===== config.mk =====
export PLATFORM = sky130hd
export DESIGN_NAME = pll_reset_ctrl
export DESIGN_NICKNAME = d
export VERILOG_FILES = /design/src/rtl/pll_rst_pkg.sv /design/src/rtl/sync_2ff.sv /design/src/rtl/pll_reset_ctrl.sv
export SDC_FILE = /design/constraint.sdc
export NUM_CORES = 1
export LEC_CHECK = 0
export ABC_CLOCK_PERIOD_IN_PS = 3000
export CAP_MARGIN = 10
export CORE_MARGIN = 10
export CORE_UTILIZATION = 56
export DETAILED_ROUTE_END_ITERATION = 8
export GPL_ROUTABILITY_DRIVEN = 0
export PLACE_DENSITY = 0.88
export SETUP_SLACK_MARGIN = 0.4
export SLEW_MARGIN = 5
export SYNTH_ARGS = -nofsm -noshare
export SYNTH_HDL_FRONTEND = slang
export SYNTH_SLANG_ARGS = --single-unit

===== constraint.sdc =====
create_clock -name clk -period 3 [get_ports clk]
set_input_delay 0.6 -clock clk [delete_from_list [all_inputs] [get_ports clk]]
set_output_delay 0.6 -clock clk [all_outputs]
set_load 0.05 [all_outputs]

===== src/rtl/pll_rst_pkg.sv =====
// Shared types and sizing helpers for the PLL reset supervisor.
package pll_rst_pkg;

    typedef enum logic [1:0] {
        RST_ASSERT = 2'd0,
        WAIT_LOCK  = 2'd1,
        STABLE     = 2'd2,
        RUN        = 2'd3
    } pll_state_e;

    localparam int LOSS_CNT_W = 8;

    function automatic int cnt_width(
        input int a,
        input int b,
        input int c
    );
        int m;
        m = a;
        if (b > m) m = b;
        if (c > m) m = c;
        return $clog2(m) + 1;
    endfunction

    function automatic int retry_width(input int max_retry);
        return $clog2(max_retry + 1);
    endfunction

endpackage


===== src/rtl/sync_2ff.sv =====
// Two-flop synchronizer for a single asynchronous level.
module sync_2ff (
    input  logic clk,
    input  logic rst_n,
    input  logic i_d,
    output logic o_q
);

    logic r_meta;
    logic r_sync;

    always_ff @(posedge clk or negedge rst_n) begin
        if (!rst_n) begin
            r_meta <= 1'b0;
            r_sync <= 1'b0;
        end else begin
            r_meta <= i_d;
            r_sync <= r_meta;
        end
    end

    assign o_q = r_sync;

endmodule


===== src/rtl/pll_reset_ctrl.sv =====
// PLL power-up and lock-loss supervisor: pulses PLL reset, waits
// for stable lock, then releases the downstream system reset.
module pll_reset_ctrl
    import pll_rst_pkg::*;
#(
    parameter int RST_PULSE_CYC    = 16,
    parameter int LOCK_TIMEOUT_CYC = 50000,
    parameter int LOCK_STABLE_CYC  = 1024,
    parameter int MAX_RETRY        = 3
) (
    input  logic                  clk,
    input  logic                  rst_n,
    input  logic                  pll_lock,
    output logic                  pll_reset,
    output logic                  sys_rst_n,
    output logic                  pll_ready,
    output logic                  pll_fail,
    output logic [LOSS_CNT_W-1:0] lock_loss_cnt
);

    localparam int CW = cnt_width(RST_PULSE_CYC, LOCK_TIMEOUT_CYC,
                                  LOCK_STABLE_CYC);
    localparam int RW = retry_width(MAX_RETRY);

    localparam logic [CW-1:0] C_PULSE_END = CW'(RST_PULSE_CYC - 1);
    localparam logic [CW-1:0] C_TMO_END   = CW'(LOCK_TIMEOUT_CYC - 1);
    // The WAIT_LOCK cycle that first sees lock is stable cycle one.
    localparam logic [CW-1:0] C_STB_END   = CW'(LOCK_STABLE_CYC - 2);

    localparam logic [RW-1:0] C_RETRY_MAX  = RW'(MAX_RETRY);
    localparam logic [RW-1:0] C_RETRY_LAST = RW'(MAX_RETRY - 1);
    localparam logic [LOSS_CNT_W-1:0] C_LOSS_SAT = '1;

    logic                  w_lock_s;
    pll_state_e            r_state;
    pll_state_e            w_next;
    logic [CW-1:0]         r_cnt;
    logic [RW-1:0]         r_retry;
    logic [LOSS_CNT_W-1:0] r_loss;
    logic                  r_fail;
    logic                  r_pll_reset;
    logic                  r_sys_rst_n;
    logic                  r_ready;

    logic w_pulse_done;
    logic w_timeout;
    logic w_stable_done;
    logic w_lock_lost;
    logic w_pll_reset;
    logic w_run;

    sync_2ff u_lock_sync (
        .clk   (clk),
        .rst_n (rst_n),
        .i_d   (pll_lock),
        .o_q   (w_lock_s)
    );

    always_comb begin
        w_pulse_done  = (r_state == RST_ASSERT) &&
                        (r_cnt == C_PULSE_END);
        w_timeout     = (r_state == WAIT_LOCK) && !w_lock_s &&
                        (r_cnt == C_TMO_END);
        w_stable_done = (r_state == STABLE) && w_lock_s &&
                        (r_cnt == C_STB_END);
        w_lock_lost   = (r_state == RUN) && !w_lock_s;
    end

    always_ff @(posedge clk or negedge rst_n) begin
        if (!rst_n) begin
            r_state <= RST_ASSERT;
        end else begin
            r_state <= w_next;
        end
    end

    always_comb begin
        w_next = r_state;
        case (r_state)
            RST_ASSERT: begin
                if (w_pulse_done) w_next = WAIT_LOCK;
            end
            WAIT_LOCK: begin
                if (w_lock_s)       w_next = STABLE;
                else if (w_timeout) w_next = RST_ASSERT;
            end
            STABLE: begin
                if (!w_lock_s)          w_next = WAIT_LOCK;
                else if (w_stable_done) w_next = RUN;
            end
            RUN: begin
                if (w_lock_lost) w_next = RST_ASSERT;
            end
            default: w_next = RST_ASSERT;
        endcase
    end

    always_comb begin
        w_pll_reset = (w_next == RST_ASSERT);
        w_run       = (w_next == RUN);
    end

    always_ff @(posedge clk or negedge rst_n) begin
        if (!rst_n) begin
            r_pll_reset <= 1'b1;
            r_sys_rst_n <= 1'b0;
            r_ready     <= 1'b0;
        end else begin
            r_pll_reset <= w_pll_reset;
            r_sys_rst_n <= w_run;
            r_ready     <= w_run;
        end
    end

    always_ff @(posedge clk or negedge rst_n) begin
        if (!rst_n) begin
            r_cnt <= '0;
        end else if (w_next != r_state) begin
            r_cnt <= '0;
        end else if (r_state != RUN) begin
            r_cnt <= r_cnt + 1'b1;
        end
    end

    always_ff @(posedge clk or negedge rst_n) begin
        if (!rst_n) begin
            r_retry <= '0;
            r_fail  <= 1'b0;
        end else begin
            if (w_stable_done) begin
                r_retry <= '0;
            end else if (w_timeout && (r_retry != C_RETRY_MAX)) begin
                r_retry <= r_retry + 1'b1;
            end
            if (w_timeout && (r_retry >= C_RETRY_LAST)) begin
                r_fail <= 1'b1;
            end
        end
    end

    always_ff @(posedge clk or negedge rst_n) begin
        if (!rst_n) begin
            r_loss <= '0;
        end else if (w_lock_lost && (r_loss != C_LOSS_SAT)) begin
            r_loss <= r_loss + 1'b1;
        end
    end

    assign pll_reset     = r_pll_reset;
    assign sys_rst_n     = r_sys_rst_n;
    assign pll_ready     = r_ready;
    assign pll_fail      = r_fail;
    assign lock_loss_cnt = r_loss;

endmodule

==> summary.txt, run 1 <==
skew final = 0.0197 ns
leading area contributor after synthesis = dfrtp_1
pre-CTS WS = 0.523 ns
DP HPWL = 2.62 mm
most common cell after layout, fill and taps aside = dfrtp_1
H-Tree Depth = 2
average via count per standard cell = 5.64
CP Capture Type = flop
Finished Cell Area = 0.00201 mm^2
CP startpoint = r_cnt[0]$_DFFE_PN0P_
HP Start = u_lock_sync.r_meta$_DFF_PN0_
Final Setup Violations = 0
Die H = 75.9 um
Gate Count Post-Synth = 166
Rel. slew slack = 65.9%
DRC violations left = 0
width of the die = 75.9 um
Crit Reg-Reg Endpoint = r_cnt[1]$_DFFE_PN0P_
r2r startpoint = r_cnt[0]$_DFFE_PN0P_
Tightest Pin Transition = 0.510 ns
Final Critical Period = 2.45 ns
grt total ovfl = 0
Die Area = 0.00576 mm^2
Max stage delay cell, worst path = or4_4
drt total wl = 3.55 mm
Hold Path Class = flop to flop
mapped cell area = 0.00175 mm^2
fin crit share = 81.7%
area grow syn2layout = 15.0%
Slew Limit Fails = 0
largest cells by area after synthesis = dfrtp_1, xor2_1, nor2_1
core region area = 0.00303 mm^2
setup TNS = 0 ns
slack of the worst reg-to-reg path = 0.55 ns
crit-path max cell delay = 0.48 ns
port bufs = 14
DR WL/cell = 15.5 um
Max Fanout on Critical Path = 15
Leak = 0.917 nW
I/O pins = 15
Crit path max-delay family = simple AND/OR/NAND/NOR gates
CTS tree = done
Syn Nets = 174
Layout Utilization = 66.4%
antenna violations before repair = 0
clk sinks = 34
top cell type's share of synthesized area = 47.2%
Reg clk slew, reported paths = 0.12 ns
register area share after synthesis = 48.7%
count of cell types in the netlist = 38
Final Hold Viols = 0
antenna viol nets, final = 0
Inst Count DP = 220
final antenna diode count = 0
commonest cells after routing, fill and taps aside = dfrtp_1, nor2_1, xor2_1
Worst-Skew Late Latency = 0.36 ns
vias in the first global route = 1,359
crit path launch type = flop
total global-route track usage = 14.5%
PD cells = 708 mW/mm^2
largest net degree at the start of global routing = 35
#FFs+latches synth = 34
Via Count = 1,292
std cell rows = 20
maxcap violations = 0
critical path class = flop to flop
ys flop type = dfrtp_1
RSZ-0062 raised after global routing = no
DRT Pass-1 Iters = 4
first-pass GRT wire length = 6.18 mm
layout cell share with drive strength beyond 1 = 12.4%
R2R depth = 7
starting density of the core = 57.8%
CP endpoint = r_cnt[1]$_DFFE_PN0P_
Crit path arrival time = 2.69 ns
CP required = 3.24 ns
ys async rst share = 100%
Cells on Worst Hold Path = 0
worst vdd rail ir drop = 477 uV
YS warnings = 0
fin nets = 192
Post-synth EDFFs = 0
Area after DPL = 0.00191 mm^2
cell depth of the worst setup path = 7
Layout fillers = 247
Root Buffer = clkbuf_4
outcome = finished, final reports clean
setup ws final = 0.548 ns
CP bufs+invs = 1
CTS buffer count = 5
CP cell instances = ha_1 -> or4b_1 -> or4_4 -> o21ai_0 -> o2111a_2 -> buf_12 -> a211oi_1
Non-Filler Instances = 229
CTS Buffer Depth = 2
max frequency = 0.408 GHz
Syn Area/Cell = 10.5 um^2
initial DRC count = 81
-- layer usage --
metal / vias to the layer above / part of all wire, % / GRT usage (%)
li1: 608 / - / -
met1: 626 / 39 / 14.9
met2: 45 / 49 / 23.1
met3: 13 / 9.0 / 7.94
met4: 0 / 2.9 / 8.04
met5: - / 0 / 0
-- power breakdown --
| group | switching (mW) | internal [mW] | total [mW] |
|---|---|---|---|
| clock network | 0.169 | 0.175 | 0.344 |
| registers | 0.0876 | 0.521 | 0.609 |
| logic | 0.285 | 0.187 | 0.472 |
| total | 0.542 | 0.883 | 1.42 |
-- metrics by stage --
stage	hold WS (ns)	power, mW
3_5_place_dp	0.346	1.05
4_1_cts	0.374	1.39
3_3_place_gp	0.334	1.02
2_1_floorplan	0.304	0.937
6_report	0.371	1.42
5_1_grt	0.380	1.51
-- worst reg2reg max path: stages (launching register included) --
cell and delay (ns):
dfrtp_1 0.45, ha_1 0.21, or4b_1 0.44, or4_4 0.48, o21ai_0 0.26, o2111a_2 0.28
buf_12 0.15, a211oi_1 0.06
-- state kept, by name (all words and copies together) (netlist names) --
signal and cells:
pll_ready 1, u_lock_sync.o_q 1, u_lock_sync.r_meta 1, r_state 2
r_cnt 17, pll_reset 1, lock_loss_cnt 8, r_retry 2
pll_fail 1
-- cell families (layout without fill, tap and decap cells) --
| kind of cell | Yosys count | in the layout | share of synthesized area [%] |
|---|---|---|---|
| flip-flops | 34 | 34 | 48.7 |
| multiplexers | 2 | 2 | 1.29 |
| XOR/XNOR | 22 | 22 | 11.0 |
| AND/OR/NAND/NOR | 76 | 76 | 24.4 |
| AO/OA/AOI/OAI | 16 | 16 | 7.08 |
| buffers and inverters | 11 | 30 | 3.93 |
| adder cells (fa/ha/maj) | 5 | 5 | 3.58 |
-- synth_stat cells (all sizes together) (3+ instances only) --
| cell | number |
|---|---|
| nor2 | 23 |
| and4 | 5 |
| inv | 5 |
| and3 | 7 |
| nand2b | 3 |
| xor2 | 15 |
| o21ai | 5 |
| dfrtp | 33 |
| nand4 | 6 |
| nand3 | 5 |
| nand2 | 13 |
| ha | 5 |
| xnor2 | 7 |
| buf | 5 |
| and2 | 5 |
-- how the worst min path moves through the flow --
stage                                        end  slack [ns]
floorplan           lock_loss_cnt[0]$_DFFE_PN0P_        0.30
global placement       u_lock_sync.o_q$_DFF_PN0_        0.33
detailed placement     u_lock_sync.o_q$_DFF_PN0_        0.35
CTS                    u_lock_sync.o_q$_DFF_PN0_        0.37
global route           u_lock_sync.o_q$_DFF_PN0_        0.38
finish                 u_lock_sync.o_q$_DFF_PN0_        0.37
-- final cells by class --
cell class              instances  area (um^2)  area share [%]
multi-input cells             121          828            41.2
well taps                      44         55.1            2.74
flip-flops and latches         34          852            42.4
clock inverters                 3         45.0            2.24
repair buffers                 17          175            8.71
clock buffers                   5         37.5            1.87
inverters                       5         18.8           0.933
-- timing repair --
item	CTS	global route
buffers inserted	0	1
hold buffers	0	0
resized for setup	0	0
setup endpoints to repair	0	16
No activity file was read; power rests on OpenSTA's default activity.
==> run 2, diff against run 1 <==
- ABC_CLOCK_PERIOD_IN_PS: 3000 -> 2350
- clock period: 3 -> 2.35 ns (I/O delays scaled with it)
==> run 2 against run 1 <==
Net effect: global-route usage increased by 0.86 points; sequential share of layout area decreased by 3.0 points; power increased by 31%; maximum frequency increased by 6.4%; clock skew decreased by 0.011 ns; core utilization increased by 5.5 points; cell count increased by 4.4%; via count increased by 2.7%; first-iteration DRC count decreased by 1.2%.
==> summary.txt, run 2 (same netlist as run 1, synthesis figures left out) <==
outcome = finished, final reports clean
width of the die = 75.9 um
fin crit share = 98.1%
skew final = 0.00847 ns
first-pass GRT wire length = 6.66 mm
port bufs = 14
cell depth of the worst setup path = 7
total global-route track usage = 15.4%
DP HPWL = 2.59 mm
Non-Filler Instances = 239
CP required = 2.58 ns
Layout Utilization = 71.9%
drt total wl = 3.87 mm
Highest Signal Layer = met4
area grow syn2layout = 24.5%
largest net degree at the start of global routing = 35
Crit path max-delay family = simple AND/OR/NAND/NOR gates
met3 WL post-DR = 206 um
final antenna diode count = 0
Crit Reg-Reg Endpoint = r_cnt[5]$_DFFE_PN0P_
antenna violations before repair = 0
Reg with most FFs = r_cnt
PD cells = 859 mW/mm^2
Slew Limit Fails = 0
CTS buffer count = 5
setup ws final = 0.0457 ns
average via count per standard cell = 5.55
Max stage delay cell, worst path = or4_4
RSZ-0062 raised after global routing = yes
std cell rows = 20
crit path launch type = flop
Max Fanout on Critical Path = 7
H-Tree Depth = 2
most common cell after layout, fill and taps aside = dfrtp_1
critical path class = flop to flop
Root Buffer = clkbuf_4
fin nets = 202
DRC violations left = 0
r2r startpoint = r_cnt[1]$_DFFE_PN0P_
max frequency = 0.434 GHz
Tightest Pin Transition = 0.504 ns
Final Hold Viols = 0
layout cell share with drive strength beyond 1 = 26.7%
Hold-fix buffers, CTS = 0
vias in the first global route = 1,493
met2 wire length = 1.98 mm
Hold Path Class = flop to flop
antenna viol nets, final = 0
Final Critical Period = 2.30 ns
Rel. slew slack = 66.5%
initial DRC count = 80
CP endpoint = r_cnt[5]$_DFFE_PN0P_
clk sinks = 34
commonest cells after routing, fill and taps aside = dfrtp_1, xor2_1, nand2_1
Final Setup Violations = 0
DR WL/cell = 16.2 um
pre-CTS WS = -0.00598 ns
crit-path max cell delay = 0.49 ns
CTS Buffer Depth = 2
Crit path arrival time = 2.54 ns
Via Count = 1,327
slack of the worst reg-to-reg path = 0.05 ns
routed metal-1 wire length = 1.57 mm
Die H = 75.9 um
starting density of the core = 57.8%
max reg flops = 17
CP startpoint = r_cnt[1]$_DFFE_PN0P_
CTS tree = done
R2R depth = 7
maxcap violations = 0
Worst-Skew Late Latency = 0.34 ns
DRT Pass-1 Iters = 5
Die Area = 0.00576 mm^2
core region area = 0.00303 mm^2
CP bufs+invs = 1
I/O pins = 15
Reg clk slew, reported paths = 0.10 ns
grt total ovfl = 0
worst vdd rail ir drop = 677 uV
CP cell instances = ha_2 -> or4b_1 -> or4_4 -> o21ai_2 -> o2111a_2 -> clkbuf_16 -> nor2_1
Leak = 1.01 nW
setup TNS = 0 ns
CP Capture Type = flop
Inst Count DP = 221
run 2: repair_timing:
item                                    4_1_cts  5_1_grt
gates resized for setup                      18       22
pin swaps                                     4       14
cloned                                        0        1
endpoints found under the setup margin       34       26
setup buffers                                 7        2
run 2: power by group:
part	leakage, nW	internal, mW	switching [mW]	total [mW]
Sequential	0.452	0.671	0.102	0.773
Combinational	0.525	0.311	0.458	0.769
Clock	0.0326	0.147	0.180	0.327
run 2: through the flow:
step	hold WS, ns	total power [mW]	cell area, um^2
detailed placement	0.342	1.36	1940
global placement	0.333	1.33	1940
global route	0.390	1.99	2180
finish	0.363	1.87	2180
CTS	0.366	1.75	2060
floorplan	0.174	1.21	1770
run 2: area by class of cell:
cell class / count / area [um^2]
repair buffers: 27 / 253
clock buffers: 8 / 58.8
inverters: 5 / 18.8
multi-input cells: 121 / 936
well taps: 44 / 55.1
flip-flops and latches: 34 / 856
fillers: 216 / 851
run 2: worst min path at each step:
stage / from / endpoint / slack (ns) / depth (start not counted)
2_1_floorplan: rst_n / lock_loss_cnt[0]$_DFFE_PN0P_ / 0.17 / 0
3_3_place_gp: u_lock_sync.r_meta$_DFF_PN0_ / u_lock_sync.o_q$_DFF_PN0_ / 0.33 / 0
3_5_place_dp: u_lock_sync.r_meta$_DFF_PN0_ / u_lock_sync.o_q$_DFF_PN0_ / 0.34 / 0
4_1_cts: u_lock_sync.r_meta$_DFF_PN0_ / u_lock_sync.o_q$_DFF_PN0_ / 0.37 / 0
5_1_grt: u_lock_sync.r_meta$_DFF_PN0_ / u_lock_sync.o_q$_DFF_PN0_ / 0.39 / 0
6_report: u_lock_sync.r_meta$_DFF_PN0_ / u_lock_sync.o_q$_DFF_PN0_ / 0.36 / 0
run 2: worst register-to-register path, cell delays in order (launching register included):
cell       delay [ns]
dfrtp_1          0.39
ha_2             0.19
or4b_1           0.44
or4_4            0.49
o21ai_2          0.16
o2111a_2         0.30
clkbuf_16        0.18
nor2_1           0.05
run 2: layer usage:
metal	global-route usage (%)	up-vias
met4	8.87	0
li1	-	630
met3	5.86	15
met5	0	-
met2	26.0	26
met1	15.9	656
==> run 3, diff against run 2 <==
- CTS_CLUSTER_DIAMETER: not set -> 100
==> results of run 3 <==
Same layout as run 2: the final DEF is identical, and so are final timing and power.
